File: src/rtl/pdc_pkg.sv
// PDC frame scheduler shared definitions.
// FSM encoding and default timing constants.
package pdc_pkg;

  typedef enum logic [2:0] {
    S_IDLE,
    S_START,
    S_WAIT_REQ,
    S_XFER,
    S_GAP
  } state_t;

  localparam int GAP_CYCLES_DEF     = 16;
  localparam int TIMEOUT_CYCLES_DEF = 512;

endpackage

File: src/rtl/pdc_bank_tracker.sv
// Ping-pong bank occupancy tracker.
// Owns full flags, writer/reader bank pointers and overrun.
import pdc_pkg::*;

module pdc_bank_tracker (
  input  logic       clk,
  input  logic       res_n,
  input  logic       wr_done,
  input  logic       rd_release,
  input  logic       err_clr,
  output logic       wr_bank,
  output logic       wr_ready,
  output logic       rd_bank,
  output logic       rd_full,
  output logic       overrun
);

  logic [1:0] full;
  logic [1:0] full_n;
  logic       wr_ok;

  assign wr_ready = ~full[wr_bank];
  assign rd_full  = full[rd_bank];
  assign wr_ok    = wr_done & wr_ready;

  // Next flags: write sets, read release clears (never the same bank)
  always_comb begin
    full_n = full;
    if (wr_ok)
      full_n[wr_bank] = 1'b1;
    if (rd_release)
      full_n[rd_bank] = 1'b0;
  end

  // Flag, pointer and sticky overrun registers
  always_ff @(posedge clk or negedge res_n) begin
    if (!res_n) begin
      full    <= 2'b00;
      wr_bank <= 1'b0;
      rd_bank <= 1'b0;
      overrun <= 1'b0;
    end else begin
      full <= full_n;
      if (wr_ok)
        wr_bank <= ~wr_bank;
      if (rd_release)
        rd_bank <= ~rd_bank;
      if (wr_done && !wr_ready)
        overrun <= 1'b1;
      else if (err_clr)
        overrun <= 1'b0;
    end
  end

endmodule

File: src/rtl/pdc_frame_scheduler.sv
// PDC frame scheduler: starts a PDC frame per full bank,
// watches dataReadReq, enforces inter-frame gap and timeout.
import pdc_pkg::*;

module pdc_frame_scheduler #(
  parameter int GAP_CYCLES     = GAP_CYCLES_DEF,
  parameter int TIMEOUT_CYCLES = TIMEOUT_CYCLES_DEF
) (
  input  logic        clk,
  input  logic        res_n,
  input  logic        enable,
  input  logic        wr_done,
  output logic        wr_bank,
  output logic        wr_ready,
  output logic        rd_bank,
  output logic        pdc_on,
  input  logic        pdc_req,
  output logic        busy,
  output logic        overrun,
  output logic        timeout_err,
  input  logic        err_clr,
  output logic [15:0] frame_count
);

  localparam logic [15:0] GAP_LAST = 16'(GAP_CYCLES - 1);
  localparam logic [15:0] TMO_LAST = 16'(TIMEOUT_CYCLES - 1);

  state_t      state;
  state_t      state_n;
  logic [15:0] cnt;
  logic [15:0] frame_cnt;
  logic        cnt_clr;
  logic        cnt_inc;
  logic        rd_release;
  logic        frame_inc;
  logic        tmo_evt;
  logic        rd_full;

  pdc_bank_tracker u_bank (
    .clk        (clk),
    .res_n      (res_n),
    .wr_done    (wr_done),
    .rd_release (rd_release),
    .err_clr    (err_clr),
    .wr_bank    (wr_bank),
    .wr_ready   (wr_ready),
    .rd_bank    (rd_bank),
    .rd_full    (rd_full),
    .overrun    (overrun)
  );

  assign busy        = (state != S_IDLE);
  assign frame_count = frame_cnt;

  // Next state and per-state control strobes
  always_comb begin
    state_n    = state;
    pdc_on     = 1'b0;
    cnt_clr    = 1'b0;
    cnt_inc    = 1'b0;
    rd_release = 1'b0;
    frame_inc  = 1'b0;
    tmo_evt    = 1'b0;
    unique case (state)
      S_IDLE: begin
        if (enable && rd_full)
          state_n = S_START;
      end
      S_START: begin
        pdc_on  = 1'b1;
        cnt_clr = 1'b1;
        state_n = S_WAIT_REQ;
      end
      S_WAIT_REQ: begin
        if (pdc_req) begin
          state_n = S_XFER;
        end else if (cnt == TMO_LAST) begin
          tmo_evt    = 1'b1;
          rd_release = 1'b1;
          state_n    = S_IDLE;
        end else begin
          cnt_inc = 1'b1;
        end
      end
      S_XFER: begin
        if (!pdc_req) begin
          rd_release = 1'b1;
          frame_inc  = 1'b1;
          cnt_clr    = 1'b1;
          state_n    = S_GAP;
        end
      end
      S_GAP: begin
        if (cnt == GAP_LAST)
          state_n = S_IDLE;
        else
          cnt_inc = 1'b1;
      end
      default: state_n = S_IDLE;
    endcase
  end

  // State, shared gap/timeout counter, frame counter, timeout flag
  always_ff @(posedge clk or negedge res_n) begin
    if (!res_n) begin
      state       <= S_IDLE;
      cnt         <= 16'd0;
      frame_cnt   <= 16'd0;
      timeout_err <= 1'b0;
    end else begin
      state <= state_n;
      if (cnt_clr)
        cnt <= 16'd0;
      else if (cnt_inc)
        cnt <= cnt + 16'd1;
      if (frame_inc)
        frame_cnt <= frame_cnt + 16'd1;
      if (tmo_evt)
        timeout_err <= 1'b1;
      else if (err_clr)
        timeout_err <= 1'b0;
    end
  end

endmodule
File: config.mk
export PLATFORM = sky130hd
export DESIGN_NAME = pdc_frame_scheduler
export DESIGN_NICKNAME = d
export VERILOG_FILES = /design/src/rtl/pdc_pkg.sv /design/src/rtl/pdc_bank_tracker.sv /design/src/rtl/pdc_frame_scheduler.sv
export SDC_FILE = /design/constraint.sdc
export NUM_CORES = 1
export LEC_CHECK = 0
export CAP_MARGIN = 40
export CORE_MARGIN = 4
export CORE_UTILIZATION = 35
export DETAILED_ROUTE_END_ITERATION = 12
export SKIP_CTS_REPAIR_TIMING = 1
export SLEW_MARGIN = 5
export SYNTH_ARGS = -nofsm -noshare
export SYNTH_HDL_FRONTEND = slang
export SYNTH_SLANG_ARGS = --single-unit
File: constraint.sdc
create_clock -name clk -period 2.49 [get_ports clk]
set_input_delay 0.3735 -clock clk [delete_from_list [all_inputs] [get_ports clk]]
set_output_delay 0.3735 -clock clk [all_outputs]
set_load 0.005 [all_outputs]
Word-level counts from Yosys, hierarchy flattened:

Cells that the tools add are included.

* register bits after elaboration: 41
* input bits: 6
* word-level logic and storage cells: 74
* output and inout bits: 23

* eq/ne operators: 10
* order comparisons: 4
* mux-type cells: 33
* reduce and logical (&&, ||, !) cells: 10
* bitwise gates (word level): 7
* add/sub/neg operators: 2

Operators by type and width (count)
* 16-bit by 1-bit adder with 16-bit output (second input constant): 2
* 16-bit 2-to-1 mux: 2
* 1-bit 2-to-1 mux: 18
* 16-bit by 4-bit equality test with 1-bit output (second input constant): 1
* 16-bit by 9-bit equality test with 1-bit output (second input constant): 1
* 3-bit 2-to-1 mux: 5
* 3-bit case mux with 5 select lines: 1
* 3-bit by 2-bit equality test with 1-bit output (second input constant): 2
* 2-bit != test (second input constant): 3
* 1-bit case mux with 2 select lines: 3
* 2-bit nonzero test: 3
* 1-bit logical AND: 4
* 1-bit by 2-bit < comparator with 1-bit output (second input constant): 2
* 2-bit 2-to-1 mux: 2
* 4-bit AND reduction: 1
* 3-bit by 1-bit equality test with 1-bit output (second input constant): 1
* 3-bit equality test (second input constant): 1
* 3-bit logical NOT: 1
* 3-bit != test (second input constant): 1
* 1-bit NOT: 3
* 3-bit nonzero test: 1
* 2-bit AND: 1
* 1-bit demux with 1-bit select: 2
* 1-bit >= comparator (second input constant): 2
* 3 further kinds: 3

Depth between registers and ports, before layout:

* depth in word-level cells: 8
* depth in mapped cells: 8
* depth with buffers taken out: 6

Modules after synthesis:

Synthesis repeated with hierarchy kept, for this count alone.

* cell total of the unflattened synthesis: 190
* area, all modules: 2016.9 µm²

By module, submodules not included
* pdc_frame_scheduler: area an instance 1793.0 µm², sequential area each 900.9 µm², cells an instance 171, times used 1
* pdc_bank_tracker: area an instance 224.0 µm², sequential area each 125.1 µm², cells an instance 19, times used 1

Worst setup path after synthesis:

OpenSTA, ideal clock, no wires.

* path type: reg2reg
* start point: register cnt[0]
* end point: register cnt[14]
* clock period less this slack: 2046 ps
* stages on the path, launching flop included: 8
* setup time: 78 ps
* path buffers: 1
* arrival: 1968 ps
* slack: 444 ps
* data required time: 2412 ps
* cell sequence: dfrtp_1 ha_1 nand3_1 and4bb_1 o22a_2 buf_6 or4_1 a21oi_1

* word-level cells in the longest chain between the ends: 5
* elaborated cells on any way between the ends: 10
* those cells by class: 1 x add/sub; 2 x eq/ne; 6 x mux; 1 x reduce/logical

Ends and longest elaborated chain
* start: declaration: line pdc_frame_scheduler.sv:30 `logic [15:0] cnt;`
* start signal: assignment: line pdc_frame_scheduler.sv:115 `cnt <= cnt + 16'd1;`
* branches (longest 5 deep; another with 16-bit by 1-bit adder with 16-bit output)

Several ways; the timed one is not identified. The select of a mux whose other input is x is not followed.
A chain may end at the register's enable or synchronous reset.

Final worst setup path:

* start point: register cnt[12]
* end point: register cnt[6]

* word-level cells in the longest chain between the ends: 5
* elaborated cells on any way between the ends: 7
* those cells by class: 2 x eq/ne; 4 x mux; 1 x reduce/logical

Ends and longest elaborated chain
* 16-bit by 9-bit equality test with 1-bit output: line pdc_frame_scheduler.sv:77 `end else if (cnt == TMO_LAST) begin`
* 1-bit 2-to-1 mux: line pdc_frame_scheduler.sv:77
* 1-bit 2-to-1 mux: line pdc_frame_scheduler.sv:75 `if (pdc_req) begin`
* 1-bit case mux with 2 select lines *: line pdc_frame_scheduler.sv:64 `unique case (state)`
* 2-bit nonzero test (no line) *

Mark *: on every way between the ends. The rest lies on a longest branch, timed or not.

==> reports/results.tsv <==
metric	value	unit
number of I/O pins	29	
global routing usage summed across all routing layers	11.6	%
maximum count of clock buffers along a single path	2	
highest attainable clock frequency	469	MHz
multi-input combinational cell area	900	um^2
instance area at placement	2370	um^2
RSZ-0062 raised after global routing	false	
accumulated negative setup slack	0	ns
NumNets Final	237	
crit path setup slack, layout	0.357	ns
share of synthesized area occupied by flip-flops and latches	51.4	%
initial DRC count	45	
top-area cell type share of the netlist area	51.4	%
most used flip-flop cell after synthesis	dfrtp_1	
wire length of the first global-routing pass	6760	um
via count of the first global-routing pass	1416	
Hold Path Cell Cnt	1	
maximum vdd ir drop	0.320	mV
footprint of the flip-flops and latches	1030	um^2
number of buffers inserted by port buffering	28	
TritonCTS buffer count	5	
worst setup path class	reg2reg	
total of fill cells in the finished design	519	
setup slack of the most critical reg-to-reg path	0.36	ns
type of the most critical hold path	reg2reg	
nature of the critical path endpoint	register	
summed instance area of the synthesized netlist	1990	um^2
maximum number of pins on one net before global-route repair	30	
leading area contributor after synthesis	dfrtp_1	
share of flip-flops with an asynchronous set or reset	100	%
number of hold-slack violations in the final timing report	0	
pre-CTS WS	0.102	ns
Post-Route WL	3910	um
Pre-antenna DRT Iters	4	
Root Driver	clkbuf_8	
number of nets with antenna violations after detailed routing	0	
design area	2470	um^2
die extent in y	83.5	um
number of levels the H-tree was split into	2	
crit path DAT	2.30	ns
Via density	5.18	
final routed wire length divided by cell count	12.9	um
Clock Skews	0.00643	ns
clock group share of total power	21.8	%
fraction of power consumed by sequential logic	47.9	%
routability cong.	0.804	
Worst Path Max Fanout	14	
number of remaining DRC errors	0	
Distinct cells, synth	37	
Reg clk slew, reported paths	0.08	ns
post-DP HPWL	2850	um
Antenna Diode Count	0	
width of the die	83.5	um
final count of negative-setup-slack endpoints	0	
proportion of power drawn by combinational gates	30.3	%
leakage component of the power	1.05	nW
via count	1564	
required time worst endpoint	2.65	ns
portion of the clock cycle consumed by the worst path in the final layout	85.6	%
initial core utilization	36.2	%
number of synthesized flops with an enable pin	0	
max-cap check violation count	0	
area grow syn2layout	23.7	%
antenna violations before repair	0	
fin util	44.8	%
Worst-Skew Late Latency	0.29	ns
overall die area	6970	um^2
number of instances in the synthesized netlist	192	
P per Cell Area	767	nW/um^2
number of sinks handled by clock tree synthesis	41	
post-layout minimum cycle time	2.13	ns
leading cell type in the layout, fill and taps excluded	dfrtp_1	
commonest cells after routing, fill and taps aside	dfrtp_1, clkdlybuf4s50_1, a21oi_1	
layout cells sized above 1	8.70	%
kind of start point of the critical path	register	
switching share of total power	32.8	%
post-synthesis net count	200	
FP Rows	27	
grt ovf	0	
Net Sw Power	0.621	mW
worst slew margin relative to its limit	70.6	%
flip-flop and latch count after synthesis	41	
mean area per synthesized cell	10.4	um^2
clock tree from TritonCTS	built	
run status	finished, final reports clean	
Area contributors post-synth	dfrtp_1, a21oi_1, xnor2_1	
depth of the most critical reg-to-reg path	6	
Internal Pwr Total	1.27	mW
pin slew with the least headroom to its limit	0.435	ns
core area	5510	um^2
Yosys warning total	0	
Final Max Slew Viols	0	
==> routing by layer <==
layer | vias to the layer above | part of all wire (%) | GRT usage, %
met1 | 750 | 49 | 15.8
met5 | - | 0 | 0
met4 | 0 | 0.84 | 3.07
li1 | 778 | - | -
met3 | 4 | 5.2 | 3.46
met2 | 32 | 45 | 18.1
==> logic make-up (layout without fill, tap and decap cells) <==
group | count (synthesis) | count (layout) | synth area share [%]
flops | 41 | 41 | 51.4
buf+inv | 12 | 50 | 3.45
compound gates | 39 | 39 | 11.9
simple gates | 78 | 78 | 22.8
mux | 4 | 4 | 2.13
xor+xnor | 16 | 16 | 7.03
fa+ha+maj | 2 | 2 | 1.25
==> cell usage after synthesis (4+ instances only) <==
cell type  instances
dfrtp_1           41
a21oi_1           14
nand2_1           13
nand3_1           11
nor2_1            10
o31ai_1            9
or3_1              8
xnor2_1            8
xor2_1             8
inv_1              7
o21ai_1            7
or4_1              7
nand4_1            6
and3_1             4
nand2b_1           4
==> critical path, cell delays in order (launching register included) <==
cell and delay, ns:
dfrtp_1 0.41, or4_4 0.56, nor4_2 0.32, o22a_2 0.33
buf_4 0.20, nor3_1 0.06, mux2i_1 0.12
==> layout make-up <==
cell class	count	share of cell area, %
sequential	41	41.6
clock inverter	2	0.406
inverter	7	1.06
timing repair buffer	35	13.9
tap	72	3.65
multi-input combinational	139	36.5
clock buffer	6	2.94
==> metrics by stage <==
| stage | hold WS, ns | power [mW] | std cells |
|---|---|---|---|
| 2_1_floorplan | 0.0779 | 1.26 | 192 |
| 3_3_place_gp | 0.457 | 1.49 | 292 |
| 3_5_place_dp | 0.294 | 1.50 | 293 |
| 4_1_cts | -0.0251 | 1.92 | 301 |
| 5_1_grt | 0.498 | 2.04 | 302 |
| 6_report | 0.469 | 1.89 | 302 |
==> path summary, 6_finish.rpt <==
path	from	endpoint
max	cnt[12]	cnt[6]
min	frame_count[15]	frame_count[15]
max reg2reg	cnt[12]	cnt[6]
min reg2reg	frame_count[15]	frame_count[15]
max in group asynchronous	res_n	frame_count[0]
min in group asynchronous	res_n	u_bank.wr_bank
==> state kept, by name, summed over array words and instances (netlist names) <==
signal          flops
cnt                16
frame_count        16
state               3
timeout_err         1
u_bank.full         2
u_bank.overrun      1
u_bank.rd_bank      1
u_bank.wr_bank      1
==> power by group through the flow <==
stage	combinational, mW	sequential [mW]	clock, mW
final	0.573	0.907	0.412
after global routing	0.639	0.931	0.469
after CTS	0.582	0.909	0.434
after detailed placement	0.580	0.922	0
after global placement	0.571	0.922	0
after floorplan	0.363	0.897	0
No activity file was read; power rests on OpenSTA's default activity.
